$ cat src/rtl/regfile_wb_arbiter_if.sv
// regfile_wb_arbiter_if: ALU/MAC result handshakes, decode scoreboard signals
// and the register-file write port, grouped for the write-back arbiter.
interface regfile_wb_arbiter_if;
    logic        alu_wr_valid;
    logic        alu_wr_ready;
    logic [3:0]  alu_wr_reg;
    logic [31:0] alu_wr_data;

    logic        mac_wr_valid;
    logic        mac_wr_ready;
    logic [3:0]  mac_wr_reg;
    logic [31:0] mac_wr_data;

    logic        mac_issue;
    logic [3:0]  mac_issue_reg;
    logic        mac_issue_ready;
    logic [3:0]  rd_reg1;
    logic [3:0]  rd_reg2;
    logic        hazard;

    logic        regwrite;
    logic [3:0]  write_reg;
    logic [31:0] write_data;

    modport slave (
        input  alu_wr_valid, alu_wr_reg, alu_wr_data,
        input  mac_wr_valid, mac_wr_reg, mac_wr_data,
        input  mac_issue, mac_issue_reg, rd_reg1, rd_reg2,
        output alu_wr_ready, mac_wr_ready, mac_issue_ready, hazard,
        output regwrite, write_reg, write_data
    );

    modport master (
        output alu_wr_valid, alu_wr_reg, alu_wr_data,
        output mac_wr_valid, mac_wr_reg, mac_wr_data,
        output mac_issue, mac_issue_reg, rd_reg1, rd_reg2,
        input  alu_wr_ready, mac_wr_ready, mac_issue_ready, hazard,
        input  regwrite, write_reg, write_data
    );
endinterface

$ cat src/rtl/regfile_wb_arbiter.sv
// regfile_wb_arbiter: arbitrates ALU and buffered MAC results onto the single
// register-file write port. Define SCOREBOARD_EN to track pending MAC destinations.
module regfile_wb_arbiter #(
    parameter int unsigned MAC_DEPTH = 2,
    parameter int unsigned MAX_WAIT  = 4
) (
    input logic                 clock,
    input logic                 reset,
    regfile_wb_arbiter_if.slave bus
);
    localparam int unsigned PTR_W = $clog2(MAC_DEPTH);
    localparam int unsigned CNT_W = $clog2(MAC_DEPTH + 1);
    localparam int unsigned STV_W = (MAX_WAIT > 0) ? $clog2(MAX_WAIT + 1) : 1;
    localparam logic [CNT_W-1:0] FULL_CNT = CNT_W'(MAC_DEPTH);
    localparam logic [STV_W-1:0] STV_MAX  = STV_W'(MAX_WAIT);

    logic [3:0]       fifo_reg_q  [MAC_DEPTH];
    logic [3:0]       fifo_reg_d  [MAC_DEPTH];
    logic [31:0]      fifo_data_q [MAC_DEPTH];
    logic [31:0]      fifo_data_d [MAC_DEPTH];
    logic [PTR_W-1:0] wr_ptr_q, wr_ptr_d;
    logic [PTR_W-1:0] rd_ptr_q, rd_ptr_d;
    logic [CNT_W-1:0] count_q, count_d;
    logic [STV_W-1:0] starve_q, starve_d;
    logic             regwrite_q, regwrite_d;
    logic [3:0]       write_reg_q, write_reg_d;
    logic [31:0]      write_data_q, write_data_d;

    logic        full, empty, push, force_mac;
    logic        alu_grant, mac_grant;
    logic        waw_block, issue_ready, hazard;
    logic [3:0]  head_reg;
    logic [31:0] head_data;

    always_comb begin
        full      = (count_q == FULL_CNT);
        empty     = (count_q == '0);
        // No push-through: a full FIFO refuses even when the head pops this cycle.
        push      = bus.mac_wr_valid && !full;
        head_reg  = fifo_reg_q[rd_ptr_q];
        head_data = fifo_data_q[rd_ptr_q];
        force_mac = !empty && (starve_q == STV_MAX);
        alu_grant = bus.alu_wr_valid && !force_mac && !waw_block;
        mac_grant = !empty && !alu_grant;
    end

    always_comb begin
        fifo_reg_d  = fifo_reg_q;
        fifo_data_d = fifo_data_q;
        wr_ptr_d    = wr_ptr_q;
        rd_ptr_d    = rd_ptr_q;
        if (push) begin
            fifo_reg_d[wr_ptr_q]  = bus.mac_wr_reg;
            fifo_data_d[wr_ptr_q] = bus.mac_wr_data;
            wr_ptr_d              = wr_ptr_q + PTR_W'(1);
        end
        if (mac_grant) begin
            rd_ptr_d = rd_ptr_q + PTR_W'(1);
        end
        count_d = count_q + CNT_W'(push) - CNT_W'(mac_grant);

        starve_d = starve_q;
        if (empty || mac_grant) begin
            starve_d = '0;
        end else if (starve_q != STV_MAX) begin
            starve_d = starve_q + STV_W'(1);
        end

        regwrite_d   = alu_grant || mac_grant;
        write_reg_d  = write_reg_q;
        write_data_d = write_data_q;
        if (alu_grant) begin
            write_reg_d  = bus.alu_wr_reg;
            write_data_d = bus.alu_wr_data;
        end else if (mac_grant) begin
            write_reg_d  = head_reg;
            write_data_d = head_data;
        end
    end

    always_ff @(posedge clock) begin
        if (reset) begin
            fifo_reg_q   <= '{default: '0};
            fifo_data_q  <= '{default: '0};
            wr_ptr_q     <= '0;
            rd_ptr_q     <= '0;
            count_q      <= '0;
            starve_q     <= '0;
            regwrite_q   <= 1'b0;
            write_reg_q  <= '0;
            write_data_q <= '0;
        end else begin
            fifo_reg_q   <= fifo_reg_d;
            fifo_data_q  <= fifo_data_d;
            wr_ptr_q     <= wr_ptr_d;
            rd_ptr_q     <= rd_ptr_d;
            count_q      <= count_d;
            starve_q     <= starve_d;
            regwrite_q   <= regwrite_d;
            write_reg_q  <= write_reg_d;
            write_data_q <= write_data_d;
        end
    end

`ifdef SCOREBOARD_EN
    logic [15:0] busy_q, busy_d;

    // Clear before set so a same-register issue in the grant cycle stays busy.
    always_comb begin
        busy_d = busy_q;
        if (mac_grant) begin
            busy_d[head_reg] = 1'b0;
        end
        if (bus.mac_issue && issue_ready) begin
            busy_d[bus.mac_issue_reg] = 1'b1;
        end
    end

    always_comb begin
        issue_ready = !busy_q[bus.mac_issue_reg];
        hazard      = busy_q[bus.rd_reg1] || busy_q[bus.rd_reg2];
        waw_block   = busy_q[bus.alu_wr_reg];
    end

    always_ff @(posedge clock) begin
        if (reset) begin
            busy_q <= '0;
        end else begin
            busy_q <= busy_d;
        end
    end
`else
    logic unused_scoreboard_inputs;

    always_comb begin
        issue_ready = 1'b1;
        hazard      = 1'b0;
        waw_block   = 1'b0;
        unused_scoreboard_inputs = ^{bus.mac_issue, bus.mac_issue_reg,
                                     bus.rd_reg1, bus.rd_reg2};
    end
`endif

    assign bus.alu_wr_ready    = alu_grant;
    assign bus.mac_wr_ready    = !full;
    assign bus.mac_issue_ready = issue_ready;
    assign bus.hazard          = hazard;
    assign bus.regwrite        = regwrite_q;
    assign bus.write_reg       = write_reg_q;
    assign bus.write_data      = write_data_q;
endmodule

$ cat src/flat_wrapper.sv
// flat-port wrapper written by rule: the top's interface ports become plain ports
module regfile_wb_arbiter_flat 
#(
    parameter int unsigned MAC_DEPTH = 2,
    parameter int unsigned MAX_WAIT  = 4
)
  (clock, reset, bus_alu_wr_valid, bus_alu_wr_reg, bus_alu_wr_data, bus_mac_wr_valid, bus_mac_wr_reg, bus_mac_wr_data, bus_mac_issue, bus_mac_issue_reg, bus_rd_reg1, bus_rd_reg2, bus_alu_wr_ready, bus_mac_wr_ready, bus_mac_issue_ready, bus_hazard, bus_regwrite, bus_write_reg, bus_write_data);
  regfile_wb_arbiter_if bus_i ();
  input logic clock;
  input logic reset;
  input wire logic [$bits(bus_i.alu_wr_valid)-1:0] bus_alu_wr_valid;
  input wire logic [$bits(bus_i.alu_wr_reg)-1:0] bus_alu_wr_reg;
  input wire logic [$bits(bus_i.alu_wr_data)-1:0] bus_alu_wr_data;
  input wire logic [$bits(bus_i.mac_wr_valid)-1:0] bus_mac_wr_valid;
  input wire logic [$bits(bus_i.mac_wr_reg)-1:0] bus_mac_wr_reg;
  input wire logic [$bits(bus_i.mac_wr_data)-1:0] bus_mac_wr_data;
  input wire logic [$bits(bus_i.mac_issue)-1:0] bus_mac_issue;
  input wire logic [$bits(bus_i.mac_issue_reg)-1:0] bus_mac_issue_reg;
  input wire logic [$bits(bus_i.rd_reg1)-1:0] bus_rd_reg1;
  input wire logic [$bits(bus_i.rd_reg2)-1:0] bus_rd_reg2;
  output wire logic [$bits(bus_i.alu_wr_ready)-1:0] bus_alu_wr_ready;
  output wire logic [$bits(bus_i.mac_wr_ready)-1:0] bus_mac_wr_ready;
  output wire logic [$bits(bus_i.mac_issue_ready)-1:0] bus_mac_issue_ready;
  output wire logic [$bits(bus_i.hazard)-1:0] bus_hazard;
  output wire logic [$bits(bus_i.regwrite)-1:0] bus_regwrite;
  output wire logic [$bits(bus_i.write_reg)-1:0] bus_write_reg;
  output wire logic [$bits(bus_i.write_data)-1:0] bus_write_data;
  assign bus_i.alu_wr_valid = bus_alu_wr_valid;
  assign bus_i.alu_wr_reg = bus_alu_wr_reg;
  assign bus_i.alu_wr_data = bus_alu_wr_data;
  assign bus_i.mac_wr_valid = bus_mac_wr_valid;
  assign bus_i.mac_wr_reg = bus_mac_wr_reg;
  assign bus_i.mac_wr_data = bus_mac_wr_data;
  assign bus_i.mac_issue = bus_mac_issue;
  assign bus_i.mac_issue_reg = bus_mac_issue_reg;
  assign bus_i.rd_reg1 = bus_rd_reg1;
  assign bus_i.rd_reg2 = bus_rd_reg2;
  assign bus_alu_wr_ready = bus_i.alu_wr_ready;
  assign bus_mac_wr_ready = bus_i.mac_wr_ready;
  assign bus_mac_issue_ready = bus_i.mac_issue_ready;
  assign bus_hazard = bus_i.hazard;
  assign bus_regwrite = bus_i.regwrite;
  assign bus_write_reg = bus_i.write_reg;
  assign bus_write_data = bus_i.write_data;
  regfile_wb_arbiter #(.MAC_DEPTH(MAC_DEPTH), .MAX_WAIT(MAX_WAIT)) u_core (.clock(clock), .reset(reset), .bus(bus_i));
endmodule
$ cat config.mk
export PLATFORM = sky130hd
export DESIGN_NAME = regfile_wb_arbiter_flat
export DESIGN_NICKNAME = d
export VERILOG_FILES = /design/src/rtl/regfile_wb_arbiter_if.sv /design/src/rtl/regfile_wb_arbiter.sv /design/src/flat_wrapper.sv
export SDC_FILE = /design/constraint.sdc
export NUM_CORES = 1
export LEC_CHECK = 0
export CAP_MARGIN = 40
export CORE_UTILIZATION = 45
export CTS_CLUSTER_SIZE = 12
export DETAILED_ROUTE_END_ITERATION = 10
export PLACE_DENSITY = 0.76
export SETUP_SLACK_MARGIN = 0.4
export SLEW_MARGIN = 25
export SYNTH_ARGS = -nofsm -noshare
export SYNTH_HDL_FRONTEND = slang
export SYNTH_SLANG_ARGS = --single-unit
$ cat constraint.sdc
create_clock -name clock -period 1.7 [get_ports clock]
set_input_delay 0.34 -clock clock [delete_from_list [all_inputs] [get_ports clock]]
set_output_delay 0.34 -clock clock [all_outputs]
set_load 0.05 [all_outputs]
==> flow_summary.json <==
{
  "die_w_um": 113,
  "worstReg2RegStart": "u_core.starve_q[1]",
  "wire_per_inst_um": 28.3,
  "rsz0062_at_grt": "true",
  "hp-class": "primary input to flop",
  "grt_pass1_wl_mm": 27.1,
  "cp-start-kind": "flop",
  "grtUsageTotal_pct": 26.9,
  "vdd_drop_max_v": 0.000880,
  "period_share_pct": 110,
  "antenna_found_initial": 0,
  "regMostFlops": "u_core.fifo_data_q",
  "drt_iter0_markers": 869,
  "syn_area_mm2": 0.00554,
  "largest_reg_flops": 64,
  "layout_setup_ws_ps": -177,
  "ys_seq_elements": 116,
  "fp.dieH_um": 113,
  "post-route-min-period_ps": 1880,
  "post_drt_via_cell_ratio": 7.24,
  "avgSynthCellArea_um2": 9.04,
  "required_ps": 1360,
  "drc": 0,
  "final_common_cell": "a21oi_1",
  "drt_wl_total_mm": 25.3,
  "start_util_pct": 46.1,
  "synth_fp_nets": 706,
  "postRouteAntennaNets": 0,
  "end_kind": "primary output",
  "violations": "negative setup slack",
  "grt_max_degree": 74,
  "clk_pin_slew_worst_paths_ps": 60,
  "cts_root_buf": "clkbuf_16",
  "fin_area_mm2": 0.00958,
  "crit_type": "flop to primary output",
  "relSlewSlack_pct": 38.2,
  "firstDrtPassIters": 8,
  "ys_seq_area_share_pct": 41.9,
  "drv_cap": 0,
  "place_area_mm2": 0.00674,
  "row_count": 40,
  "crit_arrival_ps": 1540,
  "crit_fanout": 2,
  "pre_cts_ws_ps": -74.1,
  "globalRoute.totalOverflow": 0,
  "drv_slew": 0,
  "io_pins": 130,
  "worstHoldStart": "reset",
  "cts_tree": "done",
  "worstMarginPinSlew_ps": 927,
  "gp_congestion": 0.787,
  "grt_pass1_vias": 5324,
  "drive_above_1_share_pct": 45.4,
  "synthToLayoutAreaGrowth_pct": 72.8,
  "finalHoldViolations": 0,
  "max_freq_mhz": 533,
  "clk_latency_ps": 430,
  "cts.sink_count": 116,
  "p_total_uw": 12500,
  "ys.warnings.count": 0,
  "leakagePower_uw": 0.00323,
  "yosysUniqueCellTypes": 41,
  "setup_viol": 35,
  "cts_buffers": 17,
  "final_cell_mix": "83 x a21oi_1, 82 x dfxtp_1, 72 x nand4_1, 72 x o31ai_4, 72 x clkdlybuf4s50_1",
  "dp_hpwl_mm": 9.99,
  "layout.nets": 826,
  "core_mm2": 0.0120,
  "dieArea_mm2": 0.0128,
  "portBuffers": 114,
  "cts.path.max_buffers": 2,
  "netlist_instances": 613,
  "crit_start": "u_core.starve_q[1]",
  "pwr_density_cell_mw_per_mm2": 1300,
  "antenna_cells": 0,
  "outcome": "finished, violations left",
  "skew_ps": 12.2,
  "vias": 6467,
  "htreeDepth": 4
}
[area by class of cell]
type,count,area (µm²)
clock buffer,18,439
clock inverter,14,114
fill,577,2430
inverter,17,66.3
multi-input combinational,395,4120
sequential,116,2370
tap,147,184
timing repair buffer,186,2290
[timing repair]
| item | 4_1_cts | 5_1_grt |
|---|---|---|
| resized for setup | 44 | 282 |
| endpoints found under the setup margin | 130 | 152 |
| endpoints found under the hold margin | 0 | 0 |
| cloned | 4 | 14 |
| hold buffers | 0 | 0 |
| setup buffers | 6 | 14 |
| pin swaps | 20 | 115 |
[report_power, final]
| part | internal (µW) | switching, µW |
|---|---|---|
| logic | 2220 | 3300 |
| registers | 3110 | 411 |
| clock network | 2030 | 1410 |
[worst max-delay path, stage by stage (launching register included)]
cell and delay, ps:
dfxtp_2 340, inv_2 50, ha_4 170, buf_6 120
o211ai_4 100, and2_4 210, buf_12 130
[Yosys cell counts (all sizes together)]
master,number,area (µm²)
a32oi,25,219
mux2,26,293
or2,1,6.26
o22ai,1,6.26
nand2,1,3.75
a21bo,1,10.0
inv,17,63.8
nor2b,2,20.0
dfxtp,116,2320
nand3,36,180
or3,2,12.5
xor2,1,8.76
nor2,6,25.0
nor4,1,12.5
o221a,10,113
clkbuf,31,116
o21ai,2,10.0
nand4,72,450
o211ai,1,12.5
a21boi,1,7.51
nor3,2,26.3
conb,2,7.51
a211oi,1,7.51
nor4b,2,23.8
xnor2,1,8.76
and2,1,6.26
o31ai,72,541
a21oi,109,546
mux2i,12,120
ha,4,50.1
buf,54,314
[routing by layer]
metal	global-route usage (%)	up-vias	routed length, µm
met1	34.6	3152	9510
met4	10.2	0	1460
met2	43.9	544	11800
met5	0	-	0
met3	6.37	137	2540
li1	-	2634	-
[logic make-up (layout without fill, tap and decap cells)]
| group | Yosys count | in the layout | synth area share, % |
|---|---|---|---|
| AO/OA/AOI/OAI | 223 | 223 | 26.5 |
| AND/OR/NAND/NOR | 126 | 126 | 13.8 |
| flip-flops | 116 | 116 | 41.9 |
| buffers and inverters | 102 | 235 | 8.92 |
| multiplexers | 38 | 38 | 7.45 |
| adder cells (fa/ha/maj) | 4 | 4 | 0.903 |
| other | 2 | 2 | 0.135 |
| XOR/XNOR | 2 | 2 | 0.316 |
[through the flow]
step | util [%] | hold slack, ps | std cells | setup TNS (ps)
4_1_cts | 63.6 | 228 | 865 | -328
3_3_place_gp | 56.1 | 450 | 823 | 0
6_report | 79.8 | 237 | 893 | -2050
5_1_grt | 79.8 | 222 | 893 | -2880
2_1_floorplan | - | 416 | 613 | 0
3_5_place_dp | 56.1 | 459 | 823 | -74.1
[worst paths after layout]
path	endpoint	slack [ps]	cells after the start
max	bus_alu_wr_ready	-180	6
min	u_core.bus.write_reg[3]	240	2
max reg2reg	u_core.count_q[1]	-110	10
min reg2reg	u_core.fifo_data_q[21]	480	2
Note: power is estimated with default switching activity, not from simulation.
